==> src/rtl/sevenseg_scan_capture.sv <==
// Receive side of the multiplexed 7-segment bus: filters scan glitches, decodes
// settled segment patterns to symbol codes and assembles four positions into a frame.
module sevenseg_scan_capture #(
  parameter int unsigned STABLE  = 4,
  parameter logic [23:0] TIMEOUT = 24'd2_000_000
) (
  input  logic        clk,
  input  logic        rst,
  input  logic [3:0]  DIGIT,
  input  logic [6:0]  DISPLAY,
  output logic [15:0] frame,
  output logic        frame_valid,
  output logic        seg_err,
  output logic        bad_digit,
  output logic        stale
);
  typedef struct packed {
    logic [3:0] digit;
    logic [6:0] seg;
  } pair_t;

  // Undriven active-low lines read as a blanking gap, so that is the reset pair.
  localparam pair_t      IDLE    = '{digit: 4'hF, seg: 7'h7F};
  localparam logic [3:0] CNT_MAX = 4'(STABLE);
  localparam logic [3:0] CNT_ACC = 4'(STABLE - 2);
  localparam logic [23:0] TO_M1  = TIMEOUT - 24'd1;

  pair_t           s1, s2, prev;
  logic [3:0]      cnt;
  logic [3:0][3:0] slot;
  logic [3:0]      mask;
  logic [23:0]     idle;

  logic            same, accept, pos_ok, blank_dig, seg_bad, done;
  logic [1:0]      pos;
  logic [3:0]      code;
  logic [3:0][3:0] slot_nxt;
  logic [3:0]      mask_nxt;
  logic [23:0]     idle_nxt;

  // cnt holds the run length minus two, so the STABLE-th identical cycle accepts.
  assign same   = (s2 == prev);
  assign accept = same && (cnt == CNT_ACC);

  always_comb begin
    seg_bad = 1'b0;
    code    = 4'hF;
    case (s2.seg)
      7'b1000000: code = 4'd0;
      7'b1111001: code = 4'd1;
      7'b0100100: code = 4'd2;
      7'b0110000: code = 4'd3;
      7'b0011001: code = 4'd4;
      7'b0010010: code = 4'd5;
      7'b0000010: code = 4'd6;
      7'b1111000: code = 4'd7;
      7'b0000000: code = 4'd8;
      7'b0010000: code = 4'd9;
      7'b1011100: code = 4'd10;
      7'b1100011: code = 4'd11;
      7'b0001110: code = 4'd12;
      7'b1111111: code = 4'd14;
      default:    seg_bad = 1'b1;
    endcase
  end

  always_comb begin
    pos       = 2'd0;
    pos_ok    = 1'b0;
    blank_dig = 1'b0;
    case (s2.digit)
      4'b1110: begin pos = 2'd0; pos_ok = 1'b1; end
      4'b1101: begin pos = 2'd1; pos_ok = 1'b1; end
      4'b1011: begin pos = 2'd2; pos_ok = 1'b1; end
      4'b0111: begin pos = 2'd3; pos_ok = 1'b1; end
      4'b1111: blank_dig = 1'b1;
      default: ;
    endcase
  end

  always_comb begin
    slot_nxt = slot;
    mask_nxt = mask;
    if (accept && pos_ok) begin
      slot_nxt[pos] = code;
      mask_nxt      = mask | (4'b0001 << pos);
    end
    done = accept && pos_ok && (mask_nxt == 4'hF);
  end

  // idle_nxt counts edges since the accepting one; stale shows TIMEOUT cycles after it.
  always_comb begin
    idle_nxt = idle;
    if (accept)              idle_nxt = '0;
    else if (idle != TIMEOUT) idle_nxt = idle + 24'd1;
  end

  always_ff @(posedge clk or posedge rst) begin
    if (rst) begin
      s1          <= IDLE;
      s2          <= IDLE;
      prev        <= IDLE;
      cnt         <= '0;
      slot        <= {4{4'hE}};
      mask        <= '0;
      idle        <= '0;
      frame       <= 16'hEEEE;
      frame_valid <= 1'b0;
      seg_err     <= 1'b0;
      bad_digit   <= 1'b0;
      stale       <= 1'b1;
    end else begin
      s1          <= '{digit: DIGIT, seg: DISPLAY};
      s2          <= s1;
      prev        <= s2;
      cnt         <= !same ? 4'd0 : (cnt == CNT_MAX) ? cnt : cnt + 4'd1;
      slot        <= slot_nxt;
      mask        <= done ? 4'h0 : mask_nxt;
      idle        <= idle_nxt;
      frame_valid <= done;
      seg_err     <= accept && pos_ok && seg_bad;
      bad_digit   <= accept && !pos_ok && !blank_dig;
      if (done) frame <= slot_nxt;
      if (done)                        stale <= 1'b0;
      else if (idle_nxt == TO_M1)      stale <= 1'b1;
    end
  end
endmodule

==> config.mk <==
export PLATFORM = sky130hd
export DESIGN_NAME = sevenseg_scan_capture
export DESIGN_NICKNAME = d
export VERILOG_FILES = /design/src/rtl/sevenseg_scan_capture.sv
export SDC_FILE = /design/constraint.sdc
export NUM_CORES = 1
export LEC_CHECK = 0
export CORE_ASPECT_RATIO = 1.1
export CORE_MARGIN = 4
export CORE_UTILIZATION = 40
export DETAILED_ROUTE_END_ITERATION = 16
export SYNTH_ARGS = -nofsm -noshare
export SYNTH_HDL_FRONTEND = slang
export SYNTH_SLANG_ARGS = --single-unit
export TNS_END_PERCENT = 10
==> constraint.sdc <==
create_clock -name clk -period 6.8 [get_ports clk]
set_clock_uncertainty 0.2 [all_clocks]
set_input_delay 1.36 -clock clk [delete_from_list [all_inputs] [get_ports clk]]
set_output_delay 1.36 -clock clk [all_outputs]
set_load 0.05 [all_outputs]
==> impl_metrics.sql, run 1 <==
INSERT INTO impl_metrics (metric_group, metric, value, unit) VALUES
('layout', 'fill_cells', '1062', ''),
('placed_design', 'detailedPlacementHpwl', '6.23', 'mm'),
('clock_tree', 'cts_tree', 'done', ''),
('clock_tree', 'clock_tree.buffer_depth', '2', ''),
('clock_tree', 'tritoncts_num_sinks', '101', ''),
('logic_synthesis', 'ys_ff_latch', '101', ''),
('job', 'timing.max_cap.violations', '0', ''),
('logic_synthesis', 'yosys-top-cells-count', 'dfstp_2 (58), nor2_1 (46), dfrtp_1 (43), xor2_1 (25), nand2_1 (20)', ''),
('setup_path', 'critical_path_data_required_time', '5240', 'ps'),
('sta', 'final_period_minus_worst_setup_slack', '3240', 'ps'),
('setup_path', 'crit_path_cell_trace', 'clkdlybuf4s50_1', ''),
('logic_synthesis', 'yosysSeqAreaShare', '0.537', ''),
('sta', 'report.final.hold_viol_count', '0', ''),
('sta', 'setup_repair_after_global_routing_missed_its_margin', 'false', ''),
('clock_tree', 'cts.root.buffer_cell', 'clkbuf_16', ''),
('placed_design', 'area_after_dpl', '5250', 'µm²'),
('global_route', 'grt_start_max_net_pins', '53', ''),
('detailed_routing', 'num_vias', '3150', ''),
('layout', 'instances_no_fill', '594', ''),
('die', 'rows', '41', ''),
('power_and_ir_drop', 'net-switching-power', '269', 'µW'),
('setup_path', 'max_stage_delay', '800', 'ps'),
('power_and_ir_drop', 'share_seq_of_total_power', '0.520', ''),
('sta', 'worst_slack', '3560', 'ps'),
('power_and_ir_drop', 'power_report.internal_total', '949', 'µW'),
('layout', 'design.final.nets', '457', ''),
('power_and_ir_drop', 'power.share.switching', '0.221', ''),
('power_and_ir_drop', 'power.static_leakage', '2.29', 'nW'),
('logic_synthesis', 'post_synth_inst_count', '416', ''),
('die', 'die_width', '113', 'µm'),
('die', 'top_level_ports', '33', ''),
('die', 'fp.coreArea', '11600', 'µm²'),
('sta', 'fmax', '0.309', 'GHz'),
('status', 'result_of_the_run', 'finished, final reports clean', ''),
('sta', 'holdWs', '149', 'ps'),
('power_and_ir_drop', 'cellPowerDensity', '219', 'nW/µm²'),
('setup_path', 'cp_data_arrival_time', '1680', 'ps'),
('power_and_ir_drop', 'clock_group_share_of_total_power', '0.445', ''),
('layout', 'finish.utilization', '0.478', ''),
('detailed_routing', 'routed_wire_length_per_instance', '14.9', 'µm'),
('layout', 'final_design_area_no_fill', '5570', 'µm²'),
('layout', 'drive_above_1_share', '0.266', ''),
('sta', 'final_total_negative_setup_slack', '0', 'ps'),
('clock_tree', 'cts_buffer_count', '9', ''),
('global_route', 'grt_antenna_before_repair', '0', ''),
('layout', 'areaGrowthSynthToFinish', '15.0', '%'),
('sta', 'slew_violations', '0', ''),
('global_route', 'global_route.usage.total', '0.135', ''),
('detailed_routing', 'totalWireLength', '8.85', 'mm'),
('setup_path', 'critical_path.endpoint_type', 'output pin', ''),
('die', 'die_area', '13900', 'µm²'),
('setup_path', 'timing.critical_path.max_delay_family', 'buffers and inverters', ''),
('global_route', 'first_global_vias', '3121', ''),
('detailed_routing', 'drc_errors', '0', ''),
('setup_path', 'reg2reg_depth', '7', ''),
('logic_synthesis', 'synth_nets', '434', ''),
('setup_path', 'cp.buffers_inverters', '1', ''),
('logic_synthesis', 'synth_cell_type_count', '61', ''),
('power_and_ir_drop', 'vdd_drop_max', '0.135', 'mV'),
('power_and_ir_drop', 'comb_power_share', '0.035', ''),
('die', 'die_height', '123', 'µm'),
('global_route', 'aggregate_global_routing_overflow', '0', ''),
('logic_synthesis', 'syn_area', '4840', 'µm²'),
('clock_tree', 'post_cts_sizing', '0', ''),
('power_and_ir_drop', 'post-layout-total-power', '1.22', 'mW'),
('detailed_routing', 'first_iter_violations', '192', ''),
('worst_hold_path', 'worst_hold_path.num_cells', '0', ''),
('setup_path', 'r2r_end', 'frame[4]', ''),
('logic_synthesis', 'synth_area_leader_cell', 'dfstp_2', ''),
('detailed_routing', 'post_drt_via_cell_ratio', '5.30', ''),
('placed_design', 'placement.setup.worst_slack', '3640', 'ps');
[state kept, by name, indices dropped and copies added (netlist names)]
signal	flops
idle	24
frame	16
slot	16
prev	11
s1	11
s2	11
cnt	4
mask	4
bad_digit	1
frame_valid	1
seg_err	1
stale	1
[placed cells by master, fill, tap and decap left out, types with 13 or more instances in the layout]
cell type / n
mux2_4: 13
dfstp_2: 58
a21oi_1: 14
clkdlybuf4s50_1: 32
mux2_2: 13
nor2_1: 46
xor2_1: 25
nand2_1: 20
nand3_1: 18
dfrtp_1: 43
[final cells by class]
cell class,count,area [µm²],area share
Clock inverter,5,63.8,0.0115
Clock buffer,11,254,0.0456
Sequential cell,101,2600,0.467
Multi-Input combinational cell,284,2090,0.375
Timing Repair Buffer,34,335,0.0603
Inverter,9,36.3,0.00652
Tap cell,150,188,0.0337
[layer usage]
layer,track usage,part of all wire,vias up
li1,-,-,1524
met1,0.179,0.48,1567
met2,0.214,0.47,47
met3,0.0279,0.033,12
met4,0.0579,0.015,0
met5,0,0,-
[power by group through the flow]
stage               Combinational [mW]  Sequential [mW]  Clock, mW
CTS                             0.0448            0.633      0.554
floorplan                       0.0378            0.634          0
global route                    0.0492            0.635      0.581
finish                          0.0432            0.633      0.542
global placement                0.0433            0.643          0
detailed placement              0.0447            0.643          0
[cells by family (layout without fill, tap and decap cells)]
| logic type | Yosys count | after routing | synth area share |
|---|---|---|---|
| muxes | 31 | 31 | 0.0814 |
| buffers and inverters | 31 | 59 | 0.0315 |
| xor gates and xnor gates | 35 | 35 | 0.0633 |
| DFF | 101 | 101 | 0.537 |
| and+or+nand+nor | 162 | 162 | 0.201 |
| AOI/OAI and AO/OA | 51 | 51 | 0.0729 |
| adders and majority gates | 5 | 5 | 0.0129 |
[worst max-delay path by stage]
stage              start   endpoint  slack (ps)  cells after the start
2_1_floorplan        rst  bad_digit        2690                      1
4_1_cts        frame[10]  frame[10]        3540                      1
3_5_place_dp         rst   idle[13]        3640                      3
6_report        frame[2]   frame[2]        3560                      1
5_1_grt        frame[10]  frame[10]        3510                      1
3_3_place_gp         rst   idle[15]        3660                      3
No activity file was read; power rests on OpenSTA's default activity.
==> run 2: changes to the inputs <==
- clock period: 6.8 -> 3.2 ns (I/O delays scaled with it)
==> run 2 against run 1 <==
Non-clock buffer count is 7 higher. Sequential power increased by 110%. Core utilization is 0.37 points higher.
==> impl_metrics.sql, run 2 (synthesis gave the netlist of run 1 again) <==
INSERT INTO impl_metrics (metric_group, metric, value, unit) VALUES
('clock_tree', 'cts_hold_buffers', '0', ''),
('clock_tree', 'cts_h_tree_depth', '3', ''),
('global_route', 'grt_start_max_net_pins', '49', ''),
('die', 'fp.coreArea', '11600', 'µm²'),
('power_and_ir_drop', 'cellPowerDensity', '446', 'nW/µm²'),
('clock_tree', 'clock_tree.buffer_depth', '2', ''),
('layout', 'most_frequent_cells_in_the_layout', 'dfstp_2 (58), nor2_1 (46), dfrtp_1 (43)', ''),
('placed_design', 'detailedPlacementHpwl', '6.51', 'mm'),
('detailed_routing', 'routed_wire_length_per_instance', '15.2', 'µm'),
('die', 'top_level_ports', '33', ''),
('layout', 'antennaDiodeCount', '0', ''),
('die', 'die_height', '123', 'µm'),
('die', 'initial_core_utilization', '0.416', ''),
('setup_path', 'crit_path_start_kind', 'register', ''),
('clock_tree', 'cts_tree', 'done', ''),
('layout', 'largest_register', 'idle', ''),
('setup_path', 'critical_path.endpoint_type', 'register', ''),
('power_and_ir_drop', 'comb_power_share', '0.038', ''),
('power_and_ir_drop', 'power.share.switching', '0.227', ''),
('die', 'die_width', '113', 'µm'),
('setup_path', 'critical_path_data_required_time', '3230', 'ps'),
('layout', 'layout_top_registers', 'idle (24), frame (16), slot (16)', ''),
('clock_tree', 'worstSkewPairLatency', '340', 'ps'),
('global_route', 'aggregate_global_routing_overflow', '0', ''),
('setup_path', 'cp_data_arrival_time', '2880', 'ps'),
('setup_path', 'critPathSlowestCell', 'dfstp_2', ''),
('layout', 'fill_cells', '1031', ''),
('clock_tree', 'cts.root.buffer_cell', 'clkbuf_16', ''),
('setup_path', 'max_stage_delay', '690', 'ps'),
('setup_path', 'cp.buffers_inverters', '0', ''),
('clock_tree', 'clk_pin_slew', '70', 'ps'),
('layout', 'register_area', '2600', 'µm²'),
('layout', 'largest_register_ff_count', '24', ''),
('die', 'die_area', '13900', 'µm²'),
('sta', 'setup_repair_after_global_routing_missed_its_margin', 'false', ''),
('setup_path', 'crit_path_cell_trace', 'xor2_1, nor4_4, nand4_4, nor3_4, o21ai_2, o21bai_4, mux2_4', ''),
('power_and_ir_drop', 'vdd_drop_max', '0.239', 'mV'),
('placed_design', 'io_buffer_count', '32', ''),
('detailed_routing', 'num_vias', '3177', ''),
('setup_path', 'worstPathMaxFanout', '21', ''),
('global_route', 'first_global_vias', '3177', ''),
('sta', 'slew_violations', '0', ''),
('setup_path', 'criticalPathCategory', 'reg2reg', ''),
('clock_tree', 'cts_buffer_count', '9', ''),
('global_route', 'global_route.usage.total', '0.141', ''),
('job', 'timing.max_cap.violations', '0', ''),
('detailed_routing', 'drc_errors', '0', ''),
('global_route', 'grt_antenna_before_repair', '0', ''),
('power_and_ir_drop', 'clock_group_share_of_total_power', '0.424', ''),
('layout', 'most_common_cell_after_layout_fill_and_taps_aside', 'dfstp_2', ''),
('layout', 'design.final.nets', '464', ''),
('detailed_routing', 'first_iter_violations', '191', ''),
('detailed_routing', 'antenna_left', '0', ''),
('layout', 'areaGrowthSynthToFinish', '15.8', '%'),
('sta', 'tightest_slew', '742', 'ps'),
('detailed_routing', 'post_drt_via_cell_ratio', '5.29', ''),
('status', 'result_of_the_run', 'finished, final reports clean', ''),
('sta', 'final_total_negative_setup_slack', '0', 'ps'),
('sta', 'post-route-period-util', '0.891', ''),
('layout', 'drive_above_1_share', '0.279', ''),
('sta', 'holdWs', '146', 'ps'),
('placed_design', 'gp_routability_congestion', '0.807', ''),
('power_and_ir_drop', 'power.static_leakage', '2.32', 'nW'),
('worst_hold_path', 'hold_path.class', 'reg2reg', ''),
('clock_tree', 'post_cts_sizing', '0', ''),
('sta', 'fmax', '0.351', 'GHz'),
('detailed_routing', 'totalWireLength', '9.12', 'mm'),
('clock_tree', 'tritoncts_num_sinks', '101', ''),
('sta', 'final_setup_violation_count', '0', ''),
('die', 'rows', '41', ''),
('detailed_routing', 'drt-pass1-iter-count', '4', ''),
('global_route', 'wire_length_of_the_first_global_routing_pass', '15.6', 'mm'),
('power_and_ir_drop', 'power_report.internal_total', '1.93', 'mW'),
('power_and_ir_drop', 'share_seq_of_total_power', '0.538', ''),
('clock_tree', 'postCtsSetupRepairBufs', '0', ''),
('sta', 'worst_slew_margin_rel', '0.504', ''),
('power_and_ir_drop', 'net-switching-power', '567', 'µW'),
('sta', 'report.final.hold_viol_count', '0', ''),
('layout', 'footprint_of_the_multi_input_gates', '2090', 'µm²'),
('setup_path', 'timing.critical_path.max_delay_family', 'simple AND/OR/NAND/NOR gates', ''),
('sta', 'final_period_minus_worst_setup_slack', '2850', 'ps');
[run 2: changes by cell type in the layout (fill, tap and decap cells not counted), sizes merged]
cell and delta:
inv -2, clkbuf -1, buf +7, clkinvlp +2, clkinv +2, bufinv -1
[run 2: area by class of cell]
type	instances	area share
Inverter	9	0.00669
Timing Repair Buffer	41	0.0714
Clock inverter	6	0.00781
Tap cell	150	0.0335
Multi-Input combinational cell	284	0.372
Sequential cell	101	0.464
Clock buffer	10	0.0446
[run 2: per-stage QoR]
step                 util  cells  worst slack, ps  total power [mW]  cell area [µm²]
finish              0.482    601              347              2.50             5610
global route        0.482    601              131              2.61             5610
CTS                 0.482    601              299              2.54             5610
detailed placement  0.456    585              330              1.47             5310
global placement    0.456    585              399              1.46             5310
floorplan               -    416              501              1.43             4840
[run 2: metal layers]
metal  vias to the layer above  wire length (µm)  global-route usage
met5                         -                 0                   0
met2                        47              4300               0.227
li1                       1546                 -                   -
met1                      1573              4410               0.187
met3                        11               270              0.0308
met4                         0               136              0.0571
[run 2: power by group through the flow]
stage	combinational, mW	clock, mW	sequential, mW
6_report	0.0953	1.06	1.35
3_3_place_gp	0.0972	0	1.37
2_1_floorplan	0.0807	0	1.35
4_1_cts	0.0985	1.09	1.35
5_1_grt	0.108	1.15	1.35
3_5_place_dp	0.0982	0	1.37
[run 2: worst reg2reg max path, cell delays in order (launching register included)]
cell and delay [ps]:
dfstp_2 690, xor2_1 150, nor4_4 420, nand4_4 220, nor3_4 250, o21ai_2 80
o21bai_4 350, mux2_4 370
[run 2: path summary, 6_finish.rpt]
kind	start	to	slack, ps	cells past startpoint
hold reg to reg	s1[5]	s2[5]	150	0
setup / recovery	s2[5]	frame[0]	350	7
max in group asynchronous	rst	slot[2]	1510	3
min in group asynchronous	rst	idle[14]	460	2
setup reg to reg	s2[5]	frame[0]	350	7
hold / removal	s1[5]	s2[5]	150	0
